### config.mk
export PLATFORM = sky130hd
export DESIGN_NAME = fsk_tx_modulator_flat
export DESIGN_NICKNAME = d
export VERILOG_FILES = /design/src/rtl/fsk_tx_modulator_if.sv /design/src/rtl/fsk_tx_modulator.sv /design/src/flat_wrapper.sv
export SDC_FILE = /design/constraint.sdc
export NUM_CORES = 1
export LEC_CHECK = 0
export CAP_MARGIN = 20
export CORE_UTILIZATION = 64
export CTS_CLUSTER_SIZE = 8
export DETAILED_ROUTE_END_ITERATION = 7
export PLACE_DENSITY_LB_ADDON = 0.3
export SETUP_SLACK_MARGIN = 0.1
export SLEW_MARGIN = 20
export SYNTH_ARGS = -nofsm -noshare
export SYNTH_HDL_FRONTEND = slang
export SYNTH_SLANG_ARGS = --single-unit
### constraint.sdc
create_clock -name clk -period 6.8 [get_ports clk]
set_input_delay 0.68 -clock clk [delete_from_list [all_inputs] [get_ports clk]]
set_output_delay 0.68 -clock clk [all_outputs]
set_load 0.05 [all_outputs]
### src/rtl/fsk_tx_modulator_if.sv
// fsk_tx_modulator_if
//   Word-transfer channel into the FSK transmitter.
//   Valid/ready semantics: the master drives data_in/data_valid, the slave
//   drives data_ready. A word is transferred on a rising clk edge where both
//   data_valid and data_ready are high. data_ready does not depend on
//   data_valid. The master keeps data_valid and data_in stable until that
//   transfer edge.
//   Signals:
//     data_in    [NBITS-1:0]  word to transmit (master -> slave)
//     data_valid              data_in is valid (master -> slave)
//     data_ready              slave can take a word this cycle (slave -> master)
interface fsk_tx_modulator_if #(
    parameter int NBITS = 12
);
    logic [NBITS-1:0] data_in;
    logic             data_valid;
    logic             data_ready;

    modport master (output data_in, output data_valid, input data_ready);
    modport slave  (input data_in, input data_valid, output data_ready);
endinterface

### src/rtl/fsk_tx_modulator.sv
// fsk_tx_modulator
//   Binary FSK transmitter. A word taken from in_if is sent as a frame of
//   PREAMBLE_BITS '0' symbols, one '1' start symbol, then NBITS data bits
//   MSB first. Every symbol lasts BIT_CYCLES clocks. fsk_out is a
//   phase-continuous square wave whose half-period is HALF0 clocks for '0'
//   and HALF1 clocks for '1'.
//   Optional feature: define FSK_TX_STREAM_EN to accept the next word in
//   the final cycle of a frame. That word is then sent straight as DATA
//   symbols, with no preamble and no sync, and the tone phase continues.
//   Ports:
//     clk, rst_n   clock and asynchronous active-low reset
//     in_if        slave side of the word handshake (data_in/valid/ready)
//     fsk_out      modulated square wave (0 when idle)
//     bit_out      symbol currently being sent (0 when idle)
//     busy         a frame is in progress
//     frame_done   pulse in the final cycle of the last data bit
//     state_dbg    current FSM state (0 idle, 1 preamble, 2 sync, 3 data)
module fsk_tx_modulator #(
    parameter int NBITS         = 12,
    parameter int BIT_CYCLES    = 2000,
    parameter int HALF0         = 100,
    parameter int HALF1         = 50,
    parameter int PREAMBLE_BITS = 5
) (
    input  logic                clk,
    input  logic                rst_n,
    fsk_tx_modulator_if.slave   in_if,
    output logic                fsk_out,
    output logic                bit_out,
    output logic                busy,
    output logic                frame_done,
    output logic [1:0]          state_dbg
);
    typedef enum logic [1:0] {
        S_IDLE     = 2'd0,
        S_PREAMBLE = 2'd1,
        S_SYNC     = 2'd2,
        S_DATA     = 2'd3
    } state_e;

    localparam logic [15:0] BIT_LAST  = 16'(BIT_CYCLES - 1);
    localparam logic [15:0] H0_LAST   = 16'(HALF0 - 1);
    localparam logic [15:0] H1_LAST   = 16'(HALF1 - 1);
    localparam logic [15:0] PRE_LAST  = 16'(PREAMBLE_BITS - 1);
    localparam logic [15:0] DATA_LAST = 16'(NBITS - 1);

    state_e           state_q, state_d;
    logic [15:0]      bt_q, bt_d;      // bit timer, 0..BIT_CYCLES-1
    logic [15:0]      sym_q, sym_d;    // symbol index within the current state
    logic [15:0]      hc_q, hc_d;      // half-period counter of the tone
    logic [NBITS-1:0] sr_q, sr_d;      // data shift register, MSB goes out first
    logic             fsk_q, fsk_d;

    logic             bit_wrap;
    logic             ready_w;
    logic             accept;
    logic [15:0]      h_last;

    assign in_if.data_ready = ready_w;
    assign fsk_out          = fsk_q;
    assign busy             = (state_q != S_IDLE);
    assign state_dbg        = state_q;

    always_comb begin
        bit_wrap = (bt_q == BIT_LAST);

        case (state_q)
            S_SYNC:  bit_out = 1'b1;
            S_DATA:  bit_out = sr_q[NBITS-1];
            default: bit_out = 1'b0;
        endcase

        frame_done = (state_q == S_DATA) && bit_wrap && (sym_q == DATA_LAST);
`ifdef FSK_TX_STREAM_EN
        ready_w = (state_q == S_IDLE) || frame_done;
`else
        ready_w = (state_q == S_IDLE);
`endif
        accept = in_if.data_valid && ready_w;

        h_last  = bit_out ? H1_LAST : H0_LAST;

        state_d = state_q;
        bt_d    = bt_q;
        sym_d   = sym_q;
        hc_d    = hc_q;
        sr_d    = sr_q;
        fsk_d   = fsk_q;

        // Tone and bit timer run in every non-idle cycle. The >= compare
        // keeps the tone phase-continuous: when the symbol switches to a
        // shorter half-period and hc is already past the new terminal value,
        // fsk_out toggles on the very next cycle.
        if (state_q != S_IDLE) begin
            if (hc_q >= h_last) begin
                fsk_d = ~fsk_q;
                hc_d  = 16'd0;
            end else begin
                hc_d  = hc_q + 16'd1;
            end
            bt_d = bit_wrap ? 16'd0 : bt_q + 16'd1;
        end

        case (state_q)
            S_IDLE: begin
                if (accept) begin
                    state_d = S_PREAMBLE;
                    bt_d    = 16'd0;
                    sym_d   = 16'd0;
                    hc_d    = 16'd0;
                    fsk_d   = 1'b0;
                    sr_d    = in_if.data_in;
                end
            end
            S_PREAMBLE: begin
                if (bit_wrap) begin
                    if (sym_q == PRE_LAST) begin
                        state_d = S_SYNC;
                        sym_d   = 16'd0;
                    end else begin
                        sym_d   = sym_q + 16'd1;
                    end
                end
            end
            S_SYNC: begin
                if (bit_wrap) begin
                    state_d = S_DATA;
                    sym_d   = 16'd0;
                end
            end
            S_DATA: begin
                if (bit_wrap) begin
                    if (sym_q == DATA_LAST) begin
                        // accept can only be high here in the streaming
                        // build: the new word continues as DATA, tone intact.
                        if (accept) begin
                            sr_d  = in_if.data_in;
                            sym_d = 16'd0;
                        end else begin
                            state_d = S_IDLE;
                            sym_d   = 16'd0;
                            hc_d    = 16'd0;
                            fsk_d   = 1'b0;
                        end
                    end else begin
                        sr_d  = sr_q << 1;
                        sym_d = sym_q + 16'd1;
                    end
                end
            end
            default: state_d = S_IDLE;
        endcase
    end

    always_ff @(posedge clk or negedge rst_n) begin
        if (!rst_n) begin
            state_q <= S_IDLE;
            bt_q    <= 16'd0;
            sym_q   <= 16'd0;
            hc_q    <= 16'd0;
            sr_q    <= '0;
            fsk_q   <= 1'b0;
        end else begin
            state_q <= state_d;
            bt_q    <= bt_d;
            sym_q   <= sym_d;
            hc_q    <= hc_d;
            sr_q    <= sr_d;
            fsk_q   <= fsk_d;
        end
    end
endmodule
### src/flat_wrapper.sv
// flat-port wrapper written by rule: the top's interface ports become plain ports
module fsk_tx_modulator_flat 
#(
    parameter int NBITS         = 12,
    parameter int BIT_CYCLES    = 2000,
    parameter int HALF0         = 100,
    parameter int HALF1         = 50,
    parameter int PREAMBLE_BITS = 5
)
  (clk, rst_n, fsk_out, bit_out, busy, frame_done, state_dbg, in_if_data_in, in_if_data_valid, in_if_data_ready);
  fsk_tx_modulator_if #(.NBITS(NBITS)) in_if_i ();
  input  logic clk;
  input  logic rst_n;
  output logic fsk_out;
  output logic bit_out;
  output logic busy;
  output logic frame_done;
  output logic [1:0] state_dbg;
  input wire logic [$bits(in_if_i.data_in)-1:0] in_if_data_in;
  input wire logic [$bits(in_if_i.data_valid)-1:0] in_if_data_valid;
  output wire logic [$bits(in_if_i.data_ready)-1:0] in_if_data_ready;
  assign in_if_i.data_in = in_if_data_in;
  assign in_if_i.data_valid = in_if_data_valid;
  assign in_if_data_ready = in_if_i.data_ready;
  fsk_tx_modulator #(.NBITS(NBITS), .BIT_CYCLES(BIT_CYCLES), .HALF0(HALF0), .HALF1(HALF1), .PREAMBLE_BITS(PREAMBLE_BITS)) u_core (.clk(clk), .rst_n(rst_n), .in_if(in_if_i), .fsk_out(fsk_out), .bit_out(bit_out), .busy(busy), .frame_done(frame_done), .state_dbg(state_dbg));
endmodule
# Word level (Yosys, flattened, before mapping)
# Index checks and enable logic that the tools add are counted.
[word_totals]
regBits = 63
in_bits = 15
word_cells = 72
[op_classes]
addsub = 3
order_cmp = 1
eq_ne = 13
muxes = 39
n_bitwise = 1
n_reduce_logical = 9
[ops]
columns = ["op", "n"]
rows = [
  ["$mux W16", 16],
  ["$pmux W16 S4", 1],
  ["$add A16 B1 Y16 const B", 3],
  ["$mux W12", 3],
  ["$pmux W16 S2", 1],
  ["$pmux W12 S2", 1],
  ["$eq A16 B11 Y1 const B", 1],
  ["$eq A16 B3 Y1 const B", 1],
  ["$eq A16 B4 Y1 const B", 1],
  ["$ge A16 B16 Y1", 1],
  ["$mux W2", 7],
  ["$ne A2 B1 Y1 const B", 5],
  ["$pmux W2 S4", 1],
  ["$mux W7", 1],
  ["$reduce_and A7 Y1", 1],
  ["$mux W1", 6],
  ["$eq A2 B2 Y1 const B", 2],
  ["$ne A2 B2 Y1 const B", 2],
  ["$pmux W1 S2", 2],
  ["$reduce_and A4 Y1", 1],
  ["$reduce_bool A2 Y1", 2],
  ["$logic_and A1 B1 Y1", 3],
  ["$eq A2 B1 Y1 const B", 1],
  ["$logic_not A2 Y1", 1],
  ["2 further kinds", 2],
]

# Depth between registers and ports, before layout
# Gate-level depths: netlist of run 1.
[logic_depth]
depth_word = 10
ltp_mapped = 9

# Least setup slack after synthesis of run 1
# Ideal clock, no wire load.
[synth_timing]
path_kind = "register -> output"
from = "register u_core.sym_q[12]"
to = "output port frame_done"
t_arrival_ns = 2.574
t_required_ns = 6.120
path_slack_ns = 3.546
path_stages_with_launch = 4
path_buffers = 0
cell_sequence = "dfrtp_1 -> or4_1 -> or4_1 -> nor3_1"
[synth_between]
elab_chain_len = 2
[synth_rtl]
columns = ["item", "line", "rtl"]
rows = [
  ["start, declared", "fsk_tx_modulator.sv:49", "logic [15:0] sym_q, sym_d;"],
  ["start signal, assigned", "fsk_tx_modulator.sv:166", "sym_q <= sym_d;"],
  ["$eq A16 B4 Y1", "fsk_tx_modulator.sv:73", "frame_done = (state_q == S_DATA) && bit_wrap && (sym_q == DATA_LAST);"],
  ["$logic_and A1 B1 Y1", "fsk_tx_modulator.sv:73", ""],
  ["end, declared", "flat_wrapper.sv:17", "output logic frame_done;"],
]
# No other way between the ends.

# Final worst setup path of run 1
# Same ends and word-level chain as after synthesis.

==> impl_metrics.tcl, run 1 <==
set metrics [dict create \
    cts_buffers 9 \
    syn_avg_cell_area_um2 9.65 \
    synthesis.instances 365 \
    end_kind "output port" \
    async_flop_share_pct 100 \
    synth_cell_types 58 \
    rsz0062_at_grt "no" \
    cts_setup_buffers 0 \
    dpl.hpwl_um 4930 \
    grt-busiest-layer "met2" \
    ctsResizeCount 0 \
    ir_drop_mv 0.167 \
    vias 2869 \
    syn_area_um2 3520 \
    p_per_area_nw_per_um2 172 \
    grt_max_degree 64 \
    crit_arrival_ns 2.93 \
    cts_tree "yes" \
    clk_latency_ns 0.35 \
    crit_fanout 6 \
    maxCapViolCount 0 \
    regArea_um2 1580 \
    port_buffers 21 \
    met1_usage_pct 38.1 \
    p_leak_nw 1.63 \
    drive_above_1_share_pct 10.0 \
    root_buffer "clkbuf_8" \
    syn2layout_area_growth_pct 11.3 \
    drtIter0Drc 203 \
    clock_skew_ns 0.00875 \
    finalSetupViolCount 0 \
    hold_class "input pin to async pin" \
    drt.antenna.violating_nets 0 \
    grt_pass1_wl_um 13300 \
    post-route-period-util_pct 53.1 \
    initial_core_util_pct 67.6 \
    critPathLaunchType "register" \
    synthFlopType "dfrtp_1" \
    io_pins 22 \
    grt_pass1_vias 2844 \
    drt-total-wl_um 7400 \
    synth.net_count 389 \
    h-tree-depth 3 \
    synth_edf_count 0 \
    worst_pin_slew_ns 1.01 \
    grtUsageMet3_pct 7.90 \
    ys_seq_area_share_pct 44.8 \
    path_clk_slew_ns 0.07 \
    min_period_ns 3.61 \
    avgViaCountPerCell 6.24 \
    slew_violations 0 \
    final_common_cell "dfrtp_1" \
    coreArea_um2 5200 \
    multi_input_area_um2 1810 \
    n_antenna_cell 0 \
    clk_path_buf_depth 2 \
    dpl-instance-area_um2 3750 \
    run_status "finished, final reports clean" \
    routabilityCongestion 0.875 \
    fin_setup_tns_ns 0 \
    synth-seq-cells 63 \
    mostFrequentLayoutCells "dfrtp_1 (63), o21ai_0 (29), nand2_1 (26), nor2_1 (25), clkdlybuf4s50_1 (20)" \
    route.detailed.drc 0 \
    timing.critical_path.required_ns 6.12 \
    cts.sinks 63 \
    grt_overflow 0 \
    die_h_um 76.2 \
    antenna_found_initial 0 \
    hold_violations 0 \
    row_count 26 \
    yosysWarnings 0 \
    nFillCells 378 \
    dr.pass1.iters 4 \
    nets 409 \
    clock.fmax_mhz 277 \
    die_x_um 76.2 \
    stdcell_area_um2 3920 \
    gr-usage-all-layers_pct 28.8 \
    relSlewSlack_pct 32.4 \
    criticalPathCategory "register to output port" \
    dieArea_um2 5800 \
    grtUsageMet2_pct 45.5 \
    cts_hold_buf 0 \
    wire_per_inst_um 16.1 \
]
==> worst max-delay path, stage by stage (launching register included) <==
cell	delay (ns)
dfrtp_1	0.43
or4_1	0.66
or4_1	0.51
nor3_1	0.16
clkdlybuf4s50_1	0.83
==> synthesized netlist by cell type, types with 4 or more instances <==
cell,n,area [um2]
a21oi_1,17,85.1
a22o_1,4,35.0
a2bb2oi_1,12,105
a31oi_1,4,25.0
and3_1,9,56.3
buf_2,5,25.0
clkbuf_1,5,18.8
dfrtp_1,63,1580
ha_1,9,113
inv_1,18,67.6
nand2_1,26,97.6
nand2b_1,5,31.3
nand3_1,19,95.1
nand4_1,4,25.0
nor2_1,25,93.8
nor3_1,10,50.1
nor4_1,4,25.0
o21ai_0,29,145
o22ai_1,14,87.6
o41ai_1,4,35.0
or2_2,6,37.5
or3_1,10,62.6
or4_4,4,45.0
xnor2_1,8,70.1
xor2_1,8,70.1
==> state kept, by name, summed over array words and instances, names as in the netlist <==
register	count
u_core.hc_q	16
u_core.bt_q	16
u_core.fsk_out	1
u_core.sr_q	12
u_core.state_dbg	2
u_core.sym_q	16
==> metrics by stage <==
stage / utilization, % / setup WS, ns / power (mW) / hold slack, ns / cells
6_report: 75.3 / 3.19 / 0.673 / 0.494 / 460
5_1_grt: 75.3 / 3.11 / 0.696 / 0.536 / 460
4_1_cts: 75.2 / 3.16 / 0.678 / 0.505 / 460
3_5_place_dp: 72.1 / 3.54 / 0.399 / 0.489 / 444
3_3_place_gp: 72.1 / 3.56 / 0.398 / 0.479 / 444
2_1_floorplan: - / 3.55 / 0.382 / 0.384 / 365
==> area by class of cell <==
cell class              count  area share (%)
clock inverters             6           0.958
repair buffers             22            5.43
multi-input cells         271            46.2
well taps                  70            2.23
clock buffers              10            3.26
flip-flops and latches     63            40.2
inverters                  18            1.72
==> power breakdown <==
group          leakage (nW)  internal [mW]  switching [mW]
combinational         0.711        0.00743         0.00888
clock                0.0781          0.130           0.152
sequential            0.840          0.375               0
total                  1.63          0.512           0.161
==> path summary, 6_finish.rpt <==
kind	cells after the start	end	slack (ns)	start
setup reg to reg	5	u_core.hc_q[15]	3.59	u_core.sym_q[12]
hold reg to reg	1	u_core.sr_q[10]	0.51	u_core.sr_q[10]
setup / recovery	4	frame_done	3.19	u_core.sym_q[12]
max in group asynchronous	2	u_core.fsk_out	5.79	rst_n
hold / removal	2	u_core.bt_q[15]	0.49	rst_n
min in group clk	1	u_core.sr_q[10]	0.51	u_core.sr_q[10]
==> logic make-up after synthesis <==
group           count (synthesis)  share of synthesized area [%]
simple gates                  137                           21.3
compound gates                106                           22.0
flops                          63                           44.8
buf+inv                        31                           3.91
xor+xnor                       16                           3.98
fa+ha+maj                      10                           3.48
mux                             2                          0.604
==> routing by layer <==
layer	wire length, um	vias up
met5	0	-
met4	112	0
met3	251	11
met2	3570	56
met1	3470	1411
li1	-	1391
Power figures use the tool's default switching activity.
==> run 2, diff against run 1 <==
- CORE_UTILIZATION: 64 -> 59
- clock period: 6.8 -> 3.5 ns (I/O delays scaled with it)
==> impl_metrics.tcl, run 2 (same netlist as run 1, synthesis figures left out) <==
set metrics [dict create \
    row_count 27 \
    finalSetupViolCount 0 \
    p_leak_nw 1.68 \
    slew_violations 0 \
    hold_violations 0 \
    avgViaCountPerCell 6.14 \
    critPathLaunchType "register" \
    clock_skew_ns 0.0108 \
    n_antenna_cell 0 \
    hold_class "input pin to async pin" \
    internal_power_mw 1.16 \
    vias 2866 \
    grt_max_degree 64 \
    crit_fanout 6 \
    criticalPathCategory "register to output port" \
    drive_above_1_share_pct 10.9 \
    routabilityCongestion 0.828 \
    antenna_found_initial 0 \
    clockPowerShare_pct 48.2 \
    drtIter0Drc 206 \
    route.detailed.drc 0 \
    reg_top3 "u_core.bt_q x16, u_core.hc_q x16, u_core.sym_q x16" \
    utilization_pct 71.1 \
    die_h_um 79.3 \
    switching_share_pct 20.7 \
    h-tree-depth 3 \
    dr.pass1.iters 4 \
    root_buffer "clkbuf_8" \
    cts_hold_buf 0 \
    port_buffers 21 \
    run_status "finished, final reports clean" \
    wire_per_inst_um 15.9 \
    clock.fmax_mhz 303 \
    crit_arrival_ns 2.95 \
    final_common_cell "dfrtp_1" \
    io_pins 22 \
    timing.critical_path.required_ns 3.15 \
    worst_pin_slew_ns 0.897 \
    p_switching_mw 0.303 \
    dieArea_um2 6280 \
    rsz0062_at_grt "no" \
    combPwrFrac_pct 2.2 \
    maxCapViolCount 0 \
    grt_overflow 0 \
    clk_latency_ns 0.35 \
    grt_pass1_vias 2650 \
    path_clk_slew_ns 0.07 \
    cts.sinks 63 \
    clk_path_buf_depth 2 \
    gr-usage-all-layers_pct 26.0 \
    dpl.hpwl_um 5070 \
    drt.antenna.violating_nets 0 \
    cts_buffers 9 \
    initial_core_util_pct 62.4 \
    drt-total-wl_um 7410 \
    coreArea_um2 5640 \
    post-route-period-util_pct 94.2 \
    nets 414 \
    syn2layout_area_growth_pct 14.0 \
    ctsResizeCount 0 \
    cts_setup_buffers 0 \
    mostFrequentLayoutCells "dfrtp_1 (63), o21ai_0 (29), nand2_1 (26), nor2_1 (25), clkdlybuf4s50_1 (20)" \
    ir_drop_mv 0.261 \
    relSlewSlack_pct 40.0 \
    cts_tree "yes" \
    end_kind "output port" \
    pwr-share-seq_pct 49.6 \
    p_per_area_nw_per_um2 365 \
    min_period_ns 3.30 \
    fin_setup_tns_ns 0 \
    die_x_um 79.3 \
    grt_pass1_wl_um 12500 \
]
[run 2: cell count changes in the layout (fill, tap and decap cells not counted), sizes merged]
cell,before,now
buf,2,7
bufinv,0,2
clkinvlp,3,1
clkbuf,10,11
clkinv,3,2
[run 2: area by class of cell]
type / count / area [um2]
Inverter: 18 / 67.6
Sequential cell: 63 / 1580
Fill cell: 425 / 1630
Timing Repair Buffer: 27 / 250
Tap cell: 72 / 90.1
Multi-Input combinational cell: 271 / 1810
Clock inverter: 5 / 81.3
Clock buffer: 11 / 141
[run 2: power groups by stage]
| stage | Clock, mW | Sequential, mW | Combinational [mW] |
|---|---|---|---|
| 6_report | 0.707 | 0.728 | 0.0316 |
| 4_1_cts | 0.718 | 0.728 | 0.0327 |
| 2_1_floorplan | 0 | 0.742 | 0.000734 |
| 5_1_grt | 0.750 | 0.727 | 0.0360 |
| 3_5_place_dp | 0 | 0.742 | 0.0326 |
| 3_3_place_gp | 0 | 0.742 | 0.0327 |
[run 2: per-layer routing]
metal	vias to the layer above	GRT usage, %	wire, um
met4	0	12.5	150
met3	11	3.45	273
li1	1404	-	-
met1	1379	35.5	3570
met2	72	40.8	3410
met5	-	0	0
[run 2: critical path, cell delays in order (launching register included)]
cell             delay, ns
dfrtp_1               0.42
or4_1                 0.65
or4_1                 0.51
nor3_1                0.18
clkdlybuf4s50_1       0.84
[run 2: stage by stage]
step                      instances  power (mW)  setup slack (ns)  hold slack, ns  instance area (um2)
after floorplan                 365       0.743             0.576          0.0544                 3520
after global placement          451       0.774             0.609           0.478                 3790
after detailed placement        451       0.774             0.561           0.499                 3790
after CTS                       467        1.48             0.189           0.199                 4010
after global routing            467        1.51             0.131           0.268                 4010
final                           467        1.47             0.202           0.169                 4010
[run 2: final timing paths]
kind                            slack, ns  depth (start not counted)               to              from
worst max-delay path                 0.20                          4       frame_done  u_core.sym_q[12]
worst min-delay path                 0.17                          2   u_core.bt_q[3]             rst_n
worst max register to register       0.73                          6   u_core.sr_q[6]   u_core.bt_q[11]
worst min register to register       0.51                          1  u_core.sr_q[10]   u_core.sr_q[10]
max in group asynchronous            2.81                          2  u_core.sr_q[10]             rst_n
min in group clk                     0.51                          1  u_core.sr_q[10]   u_core.sr_q[10]
==> run 3, diff against run 2 <==
- GPL_TIMING_DRIVEN: default -> 0
- REMOVE_ABC_BUFFERS: default -> 1
- SETUP_SLACK_MARGIN: 0.1 -> 0.02
==> impl_metrics.tcl, run 3 (same netlist as run 1, synthesis figures left out) <==
set metrics [dict create \
    route.detailed.drc 0 \
    initial_core_util_pct 62.4 \
    crit_chain "or4_1 > or4_1 > nor3_1 > clkdlybuf4s50_1" \
    mostFrequentLayoutCells "dfrtp_1 (63), o21ai_0 (29), nand2_1 (26), nor2_1 (25), clkdlybuf4s50_1 (20)" \
    r2r-start "u_core.bt_q[11]" \
    reg_top3 "u_core.bt_q x16, u_core.hc_q x16, u_core.sym_q x16" \
    criticalPathCategory "register to output port" \
    grt_pass1_wl_um 13100 \
    path_clk_slew_ns 0.07 \
    grt_overflow 0 \
    end_kind "output port" \
    wire_per_inst_um 16.2 \
    drt-total-wl_um 7510 \
    cpMostUsedCell "or4_1" \
    run_status "finished, final reports clean" \
    layout_setup_ws_ns 0.0970 \
    cts_hold_buf 1 \
    dr.pass1.iters 5 \
    ff2ff_setup_slack_ns 0.25 \
    vias 2955 \
    nets 410 \
    worst_pin_slew_ns 1.05 \
    p_leak_nw 1.68 \
    nFillCells 414 \
    hold_class "input pin to async pin" \
    post-route-period-util_pct 97.2 \
    cts_buffers 9 \
    final_common_cell "dfrtp_1" \
    fin_setup_tns_ns 0 \
    r2r-end "u_core.sr_q[10]" \
    m1WireLength_um 3360 \
    ir_drop_mv 0.213 \
    crit_arrival_ns 3.05 \
    p_per_area_nw_per_um2 367 \
    slew_violations 0 \
    grt_pass1_vias 2817 \
    rsz0062_at_grt "no" \
    grt_max_degree 34 \
    clk_path_buf_depth 2 \
    critPathLaunchType "register" \
    coreArea_um2 5640 \
    clock_skew_ns 0.00841 \
    drtIter0Drc 257 \
    wl_met2_um 3670 \
    clk_latency_ns 0.34 \
    critPathLaunch "u_core.sym_q[12]" \
    met3_length_um 327 \
    drive_above_1_share_pct 10.2 \
    antenna_found_initial 0 \
    crit_buf_inv 1 \
    hold_violations 0 \
    regArea_um2 1580 \
    timing.critical_path.required_ns 3.15 \
    dieArea_um2 6280 \
    row_count 27 \
    port_buffers 21 \
    die_h_um 79.3 \
    dpl.hpwl_um 5060 \
    h-tree-depth 3 \
    io_pins 22 \
    utilization_pct 71.1 \
    syn2layout_area_growth_pct 13.9 \
    drt.antenna.violating_nets 0 \
    cp_slowest_cell "clkdlybuf4s50_1" \
    cts_setup_buffers 0 \
    ctsResizeCount 0 \
    cts.sinks 63 \
    gr-usage-all-layers_pct 27.0 \
    routabilityCongestion 0.801 \
    crit_fanout 6 \
    avgViaCountPerCell 6.38 \
    highest_layer "met4" \
    maxCapViolCount 0 \
    root_buffer "clkbuf_8" \
    multi_input_area_um2 1810 \
    critical_path_depth 4 \
    r2r_cells 5 \
    finalSetupViolCount 0 \
    cts_tree "yes" \
    timing.critical_path.to "frame_done" \
    post-place-ws_ns 0.272 \
    slowest_delay_ns 0.85 \
    relSlewSlack_pct 29.6 \
    min_period_ns 3.40 \
    die_x_um 79.3 \
    cp_top_family "simple AND/OR/NAND/NOR gates" \
    n_antenna_cell 0 \
    clock.fmax_mhz 294 \
]
[run 3: area by class of cell]
type	instances	area share, %
clock buffer	14	4.80
inverter	18	1.68
multi-input combinational	271	45.1
timing repair buffer	23	5.93
sequential	63	39.3
clock inverter	2	0.874
tap	72	2.25
[run 3: worst register-to-register path, delay by kind of cell (launching register included)]
family	cells	cell delay (ns)
AND/OR/NAND/NOR	2	1.28
AO/OA/AOI/OAI	2	0.97
flip-flops	1	0.47
multiplexers	1	0.47
[run 3: worst min-delay path by stage]
stage | from | endpoint | cells past startpoint
finish | rst_n | u_core.bt_q[0] | 2
global route | rst_n | u_core.bt_q[0] | 2
CTS | rst_n | u_core.bt_q[0] | 2
detailed placement | rst_n | u_core.bt_q[0] | 1
global placement | u_core.sr_q[10] | u_core.sr_q[10] | 1
floorplan | rst_n | u_core.bt_q[0] | 0
[run 3: per-stage QoR]
step	hold slack (ns)	instances	power, mW	area, um2
after floorplan	0.0544	352	0.743	3450
after global placement	0.482	445	0.774	3750
after detailed placement	0.305	446	0.776	3770
after CTS	0.485	463	1.48	4010
after global routing	0.538	463	1.51	4010
final	0.475	463	1.47	4010
[run 3: per-layer routing]
layer	vias up	global-route usage [%]
li1	1397	-
met1	1443	36.2
met2	98	43.2
met3	17	4.37
met4	0	11.8
met5	-	0
[run 3: power by group]
part / switching (mW) / internal, mW / total, mW
registers: 0 / 0.728 / 0.728
clock network: 0.283 / 0.425 / 0.708
logic: 0.0173 / 0.0170 / 0.0343
